File: src/rtl/timer_bus_arbiter.sv
// Round-robin arbiter sharing the single Timer slave port among NUM_REQ requesters.
// Forwards one registered single-beat access at a time and routes the Timer irq to its owner.
module timer_bus_arbiter #(
  parameter int                NUM_REQ   = 4,
  parameter int                DATA_W    = 32,
  parameter int                ADDR_W    = 3,
  parameter logic [ADDR_W-1:0] CTRL_ADDR = '0,
  parameter int                TIMEOUT   = 64
) (
  input  logic                        clk,
  input  logic                        rest,
  input  logic [NUM_REQ-1:0]          m_req,
  output logic [NUM_REQ-1:0]          m_gnt,
  input  logic [NUM_REQ-1:0]          m_as,
  input  logic [NUM_REQ-1:0]          m_rw,
  input  logic [NUM_REQ*ADDR_W-1:0]   m_addr,
  input  logic [NUM_REQ*DATA_W-1:0]   m_wr_data,
  output logic [NUM_REQ-1:0]          m_rdy,
  output logic [DATA_W-1:0]           m_rd_data,
  output logic                        m_err,
  output logic [NUM_REQ-1:0]          m_irq,
  output logic                        Timer_cs,
  output logic                        Timer_as,
  output logic                        Timer_rw,
  output logic [ADDR_W-1:0]           Timer_addr,
  output logic [DATA_W-1:0]           Timer_wr_data,
  input  logic                        Timer_rdy,
  input  logic [DATA_W-1:0]           Timer_rd_data,
  input  logic                        Timer_irq
);

  localparam int IDX_W = (NUM_REQ > 1) ? $clog2(NUM_REQ) : 1;
  localparam int CNT_W = $clog2(TIMEOUT + 1);

  typedef enum logic [1:0] {IDLE, GRANTED, WAIT_RDY} state_e;

  state_e              state_q;
  logic [NUM_REQ-1:0]  gnt_q;
  logic [IDX_W-1:0]    owner_q;
  logic [IDX_W-1:0]    rr_ptr_q;
  logic [NUM_REQ-1:0]  rdy_q;
  logic [DATA_W-1:0]   rd_data_q;
  logic                err_q;
  logic                cs_q;
  logic                tas_q;
  logic                trw_q;
  logic [ADDR_W-1:0]   taddr_q;
  logic [DATA_W-1:0]   twdata_q;
  logic [CNT_W-1:0]    wait_cnt_q;
  logic [IDX_W-1:0]    irq_owner_q;
  logic                irq_valid_q;

  logic                pick_valid_d;
  logic [IDX_W-1:0]    pick_idx_d;
  logic [IDX_W-1:0]    rr_ptr_d;
  logic                own_as;
  logic                own_req;
  logic                own_rw;
  logic [ADDR_W-1:0]   own_addr;
  logic [DATA_W-1:0]   own_wdata;

  // NOTE: every variable gets a default before the loop, otherwise the
  // no-request path leaves it unassigned and a latch is inferred.
  // Scanning downward lets the last hit be the first requester at or above rr_ptr.
  always_comb begin
    pick_valid_d = 1'b0;
    pick_idx_d   = '0;
    for (int i = NUM_REQ - 1; i >= 0; i--) begin
      if (m_req[IDX_W'((int'(rr_ptr_q) + i) % NUM_REQ)]) begin
        pick_valid_d = 1'b1;
        pick_idx_d   = IDX_W'((int'(rr_ptr_q) + i) % NUM_REQ);
      end
    end
  end

  assign rr_ptr_d  = (owner_q == IDX_W'(NUM_REQ - 1)) ? '0 : owner_q + 1'b1;
  assign own_as    = m_as[owner_q];
  assign own_req   = m_req[owner_q];
  assign own_rw    = m_rw[owner_q];
  assign own_addr  = m_addr[int'(owner_q) * ADDR_W +: ADDR_W];
  assign own_wdata = m_wr_data[int'(owner_q) * DATA_W +: DATA_W];

  // NOTE: all state uses non-blocking assignments so every register samples
  // pre-edge values regardless of statement order.
  always_ff @(posedge clk or negedge rest) begin
    if (!rest) begin
      state_q     <= IDLE;
      gnt_q       <= '0;
      owner_q     <= '0;
      rr_ptr_q    <= '0;
      rdy_q       <= '0;
      rd_data_q   <= '0;
      err_q       <= 1'b0;
      cs_q        <= 1'b0;
      tas_q       <= 1'b0;
      trw_q       <= 1'b1;
      taddr_q     <= '0;
      twdata_q    <= '0;
      wait_cnt_q  <= '0;
      irq_owner_q <= '0;
      irq_valid_q <= 1'b0;
    end else begin
      tas_q <= 1'b0;
      rdy_q <= '0;
      case (state_q)
        IDLE: begin
          if (pick_valid_d) begin
            gnt_q   <= NUM_REQ'(1) << pick_idx_d;
            owner_q <= pick_idx_d;
            cs_q    <= 1'b1;
            state_q <= GRANTED;
          end
        end
        GRANTED: begin
          if (own_as) begin
            trw_q      <= own_rw;
            taddr_q    <= own_addr;
            twdata_q   <= own_wdata;
            tas_q      <= 1'b1;
            wait_cnt_q <= '0;
            state_q    <= WAIT_RDY;
          end else if (!own_req) begin
            gnt_q    <= '0;
            cs_q     <= 1'b0;
            rr_ptr_q <= rr_ptr_d;
            state_q  <= IDLE;
          end
        end
        WAIT_RDY: begin
          // A ready arriving on the timeout cycle still wins as a normal completion.
          if (Timer_rdy) begin
            rd_data_q <= trw_q ? Timer_rd_data : '0;
            err_q     <= 1'b0;
            rdy_q     <= gnt_q;
            state_q   <= GRANTED;
            if (!trw_q && (taddr_q == CTRL_ADDR)) begin
              irq_owner_q <= owner_q;
              irq_valid_q <= 1'b1;
            end
          end else if (wait_cnt_q == CNT_W'(TIMEOUT - 1)) begin
            rd_data_q <= '0;
            err_q     <= 1'b1;
            rdy_q     <= gnt_q;
            state_q   <= GRANTED;
          end else begin
            wait_cnt_q <= wait_cnt_q + 1'b1;
          end
        end
        default: state_q <= IDLE;
      endcase
    end
  end

  assign m_gnt         = gnt_q;
  assign m_rdy         = rdy_q;
  assign m_rd_data     = rd_data_q;
  assign m_err         = err_q;
  assign Timer_cs      = cs_q;
  assign Timer_as      = tas_q;
  assign Timer_rw      = trw_q;
  assign Timer_addr    = taddr_q;
  assign Timer_wr_data = twdata_q;
  assign m_irq         = (Timer_irq && irq_valid_q) ? (NUM_REQ'(1) << irq_owner_q) : '0;

endmodule
File: config.mk
export PLATFORM = sky130hd
export DESIGN_NAME = timer_bus_arbiter
export DESIGN_NICKNAME = d
export VERILOG_FILES = /design/src/rtl/timer_bus_arbiter.sv
export SDC_FILE = /design/constraint.sdc
export NUM_CORES = 1
export LEC_CHECK = 0
export ABC_AREA = 1
export BUFFER_PORTS_ARGS = -buffer_cell sky130_fd_sc_hd__buf_2
export CORE_AREA = 2 2 105 107
export CTS_CLUSTER_SIZE = 8
export DETAILED_ROUTE_END_ITERATION = 8
export DIE_AREA = 0 0 107 109
export PLACE_DENSITY = 0.95
export SLEW_MARGIN = 20
export SYNTH_ARGS = -nofsm -noshare
export SYNTH_HDL_FRONTEND = slang
export SYNTH_SLANG_ARGS = --single-unit
File: constraint.sdc
create_clock -name clk -period 3.96 [get_ports clk]
set_clock_uncertainty 0.05 [all_clocks]
set_input_delay 1.188 -clock clk [delete_from_list [all_inputs] [get_ports clk]]
set_output_delay 1.188 -clock clk [all_outputs]
set_load 0.01 [all_outputs]
# ---- After elaboration in Yosys (flattened, before gate mapping)
# Index checks and enable logic that the tools add are counted.
# W data, S select, Z words.
dict set report totals {
  register_bits 95
  latch_bits 0
  ram_bits 0
  romBits 0
  in_bits 188
  output_inout_bits 83
  wordCells 116
  mem_count 0
}
dict set report classes {
  addsub 5
  mul 1
  n_div 0
  order_cmp 5
  n_eq_ne 12
  shifts 4
  mux 56
  n_bitwise 2
  reduce_logical 16
}
# op count
set ops {}
lappend ops {{$shiftx A128 B8 Y32} 1}
lappend ops {{$mux W32} 3}
lappend ops {{$mux W4} 7}
lappend ops {{$mux W1} 22}
lappend ops {{$mux W7} 3}
lappend ops {{$mux W2} 10}
lappend ops {{$lt A2 B4 Y1 const B} 4}
lappend ops {{$bmux W1 S2} 7}
lappend ops {{$pmux W7 S2} 1}
lappend ops {{$ne A2 B2 Y1 const B} 6}
lappend ops {{$shiftx A12 B5 Y3} 1}
lappend ops {{$reduce_and A3 Y1} 3}
lappend ops {{$pmux W4 S2} 1}
lappend ops {{$reduce_and A4 Y1} 2}
lappend ops {{$shl A1 B2 Y4 const A} 2}
lappend ops {{$add A7 B1 Y7 const B} 1}
lappend ops {{$eq A7 B6 Y1 const B} 1}
lappend ops {{$ne A3 B3 Y1 const B} 2}
lappend ops {{$pmux W2 S3} 1}
lappend ops {{$reduce_and A2 Y1} 3}
lappend ops {{$reduce_bool A2 Y1} 3}
lappend ops {{$add A2 B1 Y2 const B} 2}
lappend ops {{$add A2 B2 Y2 const B} 2}
lappend ops {{$eq A2 B2 Y1 const B} 2}
lappend ops {{9 further kinds} 11}

# ---- Longest topological paths before layout
dict set report logic_depth {
  depth_word 11
  depth_mapped 13
  ltp_nobuf 12
}

# ---- Worst setup path before layout
# OpenSTA, ideal clock, no wires.
dict set report synth_path {
  path_type {input to output}
  start {input Timer_irq}
  end {output m_irq[0]}
  arrival_time_ns 1.531
  required_time_ns 2.722
  setup_slack_ns 1.191
  stages 2
  n_path_buf 0
  cell_sequence {nand2_1 > nor3_1}
}
dict set report synth_via {
  elab_chain_len 2
}
# item line_no
set synth_rtl {}
lappend synth_rtl {{start, declared} 29} ;# input logic Timer_irq
lappend synth_rtl {{$logic_and A1 B1 Y1} 163} ;# assign m_irq = (Timer_irq && irq_valid_q) ? (NUM_REQ'(1) << irq_owner_q) : '0;
lappend synth_rtl {{$mux W4} 163}
lappend synth_rtl {{end, declared} 21} ;# output logic [NUM_REQ-1:0] m_irq,
# Every way passes these cells.

# ---- Worst setup path after layout
# Same ends and word-level chain as after synthesis.

==> impl_metrics.csv <==
group,metric,value,unit
pwr,p_clk_frac,0.131,
pwr,switchingPower,2.199,mW
placed_design,post-place-ws,1.081,ns
global_route,grt_max_degree,96,
synthesis,avgSynthCellArea,7.318,um2
pwr,pwr-share-seq,0.358,
worst_setup_path,crit_slowest_cell,"nor3_1",
synthesis,ys_seq_elements,95,
clock_tree,clock_path_buffers,2,
finish,finalNetCount,1127,
synthesis,synthCells,693,
timing,setup_slack,1.057,ns
placed_design,gp_congestion,0.9537,
synthesis,synth.cell_area,5071,um2
clock_tree,cts_hold_buf,0,
worst_setup_path,max_stage_delay,0.16,ns
finish,final_common_cell,"buf_2",
timing,fmax,344.4,MHz
timing,period_share,0.7332,
die,placementRows,38,
timing,tightest_slew,0.6987,ns
run,cap_violations,0,
global_route,grt_pass1_wl,24220,um
clock_tree,cts_buffers,9,
synthesis,syn-num-nets,883,
global_route,grt_remaining_overflow,0,
timing,fin_setup_tns,0,ns
drt,drcViolationCount,0,
die,start_util,0.4783,
die,fp.dieW,107,um
clock_tree,h-tree-depth,3,
finish,instances_no_fill,1083,
worst_setup_path,critPathCaptureType,"primary output",
pwr,irDropWorstVdd,0.3052,mV
pwr,internal_power,2.530,mW
drt,vias,5643,
global_route,antenna_found_initial,2,
worst_setup_path,crit_top_cell,"buf_2",
clock_tree,cts.clk_slew.worst_paths,0.09,ns
pwr,p_total,4.729,mW
synthesis,yosys.cell_types.count,30,
die,core,10600,um2
pwr,p_per_area,713.9,nW/um2
worst_setup_path,crit_chain,"buf_2, nand2_1, nor3_1, buf_2",
timing,slew_headroom,0.5342,
finish,layout_common_cells,"buf_2 (269), nand2_1 (233), dfrtp_1 (93)",
placed_design,dp_hpwl,11180,um
clock_tree,clock_tree.root_cell,"clkbuf_8",
worst_setup_path,worstPathRequired,2.72,ns
finish,fill_cells,964,
global_route,grtUsageTotal,0.2593,
clock_tree,clkLatencyLatePin,0.35,ns
global_route,grt_pass1_vias,5144,
clock_tree,cts_tree,"done",
placed_design,portBuffers,270,
drt,wl,15450,um
die,die_h,109,um
synthesis,yosysSeqAreaShare,0.4690,
worst_setup_path,path_max_fanout,4,
status,status,"completed",
synthesis,yosys_warnings,0,
placed_design,dp_cells,1066,
drt,wl_per_cell,14.26,um
drt,drtPass1Iterations,5,
drt,drt_iter0_markers,405,
timing,min_period,2.903,ns
finish,drive_gt1_frac,0.3312,
timing,hold_violations,0,
worst_hold_path,hold_path_class,"flop to flop",
worst_setup_path,arrival,1.67,ns
drt,ant_nets,0,
die,die-area,11660,um2
drt,routed_via_density,5.211,
clock_tree,post_cts_buffers,0,
pwr,p_leak,3.826,nW
clock_tree,clock_sinks,95,
pwr,power_frac_comb,0.511,
worst_setup_path,worst-setup-path-type,"primary input to primary output",
timing,maxSlewViolCount,0,
timing,setup_viol_count_final,0,
clock_tree,post_cts.resized_instances,0,
finish,area_delta_synth_final,30.64,%
pwr,sw_frac_of_total,0.4650,
timing,rsz0062_at_grt,"no",
worst_setup_path,critPathLaunchType,"primary input",
die,io_pins,271,
## worst paths after layout
kind	startpoint	end	slack, ns	cells after the start
min in group asynchronous	rest	m_rd_data[10]	0.82	2
worst min register to register	m_rd_data[24]	m_rd_data[24]	0.42	2
worst max-delay path	Timer_irq	m_irq[0]	1.06	4
worst min-delay path	m_rd_data[24]	m_rd_data[24]	0.42	2
max in group asynchronous	rest	Timer_rw	2.63	2
worst max register to register	owner_q[1]	wait_cnt_q[2]	1.67	8
## per-layer routing
| metal | wire length, um | vias to the layer above | global-route usage |
|---|---|---|---|
| met5 | 0 | - | 0 |
| met2 | 7531 | 310 | 0.4454 |
| met4 | 277 | 0 | 0.09091 |
| met1 | 6223 | 2567 | 0.3254 |
| met3 | 1413 | 22 | 0.05559 |
| li1 | - | 2744 | - |
## kinds of logic after synthesis
group | synth area share
AOI/OAI and AO/OA | 0.1411
xor gates and xnor gates | 0.005182
adders and majority gates | 0.004934
buffers and inverters | 0.07081
DFF | 0.4690
and+or+nand+nor | 0.3089
## critical path, delay by kind of cell
kind | cells | cell delay (ns)
AND/OR/NAND/NOR | 2 | 0.25
buffers and inverters | 2 | 0.24
## synthesized netlist by cell type
| library cell | number | area (um2) |
|---|---|---|
| nand2_1 | 233 | 874.6 |
| dfrtp_1 | 94 | 2352 |
| nor2_1 | 88 | 330.3 |
| o21ai_0 | 77 | 385.4 |
| nand3_1 | 48 | 240.2 |
| o22ai_1 | 37 | 231.5 |
| inv_1 | 24 | 90.09 |
| clkbuf_1 | 19 | 71.32 |
| buf_2 | 14 | 70.07 |
| o21ai_1 | 10 | 50.05 |
| inv_2 | 6 | 22.52 |
| a21oi_1 | 5 | 25.02 |
| buf_4 | 5 | 37.54 |
| buf_6 | 5 | 56.30 |
| nand2_2 | 4 | 25.02 |
| nor3_1 | 4 | 20.02 |
| nor2_2 | 3 | 18.77 |
| xor2_1 | 3 | 26.28 |
| ha_1 | 2 | 25.02 |
| nand4_1 | 2 | 12.51 |
| clkbuf_2 | 1 | 5.000 |
| dfstp_2 | 1 | 26.28 |
| inv_4 | 1 | 6.260 |
| nand3b_1 | 1 | 7.510 |
| nand3b_4 | 1 | 20.02 |
| nor2_4 | 1 | 11.26 |
| nor4_1 | 1 | 6.260 |
| o211ai_1 | 1 | 7.510 |
| o21ai_2 | 1 | 8.760 |
| o31ai_1 | 1 | 7.510 |
## state kept, by name, summed over array words and instances, names as in the netlist
name,cells
m_rdy,4
owner_q,2
irq_owner_q,2
state_q,2
Timer_as,1
rr_ptr_q,2
irq_valid_q,1
m_gnt,4
Timer_cs,1
m_rd_data,32
Timer_addr,3
m_err,1
Timer_rw,1
Timer_wr_data,32
wait_cnt_q,7
## per-stage QoR
step | utilization | hold WS, ns | area, um2
CTS | 0.6246 | 0.4263 | 6623
finish | 0.6249 | 0.4232 | 6625
global placement | 0.6063 | 0.3986 | 6429
global route | 0.6249 | 0.4431 | 6625
floorplan | - | 0.3844 | 5071
detailed placement | 0.6063 | 0.4049 | 6429
## final cells by class
type	instances	area, um2	area share
Antenna cell	1	2.502	0.0003777
Clock buffer	13	168.9	0.02550
Clock inverter	3	25.02	0.003777
Inverter	31	118.9	0.01794
Multi-Input combinational cell	523	2336	0.3526
Sequential cell	95	2380	0.3592
Tap cell	140	175.2	0.02644
Timing Repair Buffer	277	1419	0.2142
## power by group through the flow
| stage | clock [mW] | combinational [mW] | sequential, mW |
|---|---|---|---|
| finish | 0.621 | 2.42 | 1.69 |
| global route | 0.686 | 2.71 | 1.74 |
| CTS | 0.636 | 2.43 | 1.68 |
| detailed placement | 0 | 2.42 | 1.69 |
| global placement | 0 | 2.33 | 1.69 |
| floorplan | 0 | 1.53 | 1.76 |
Power figures use the tool's default switching activity.
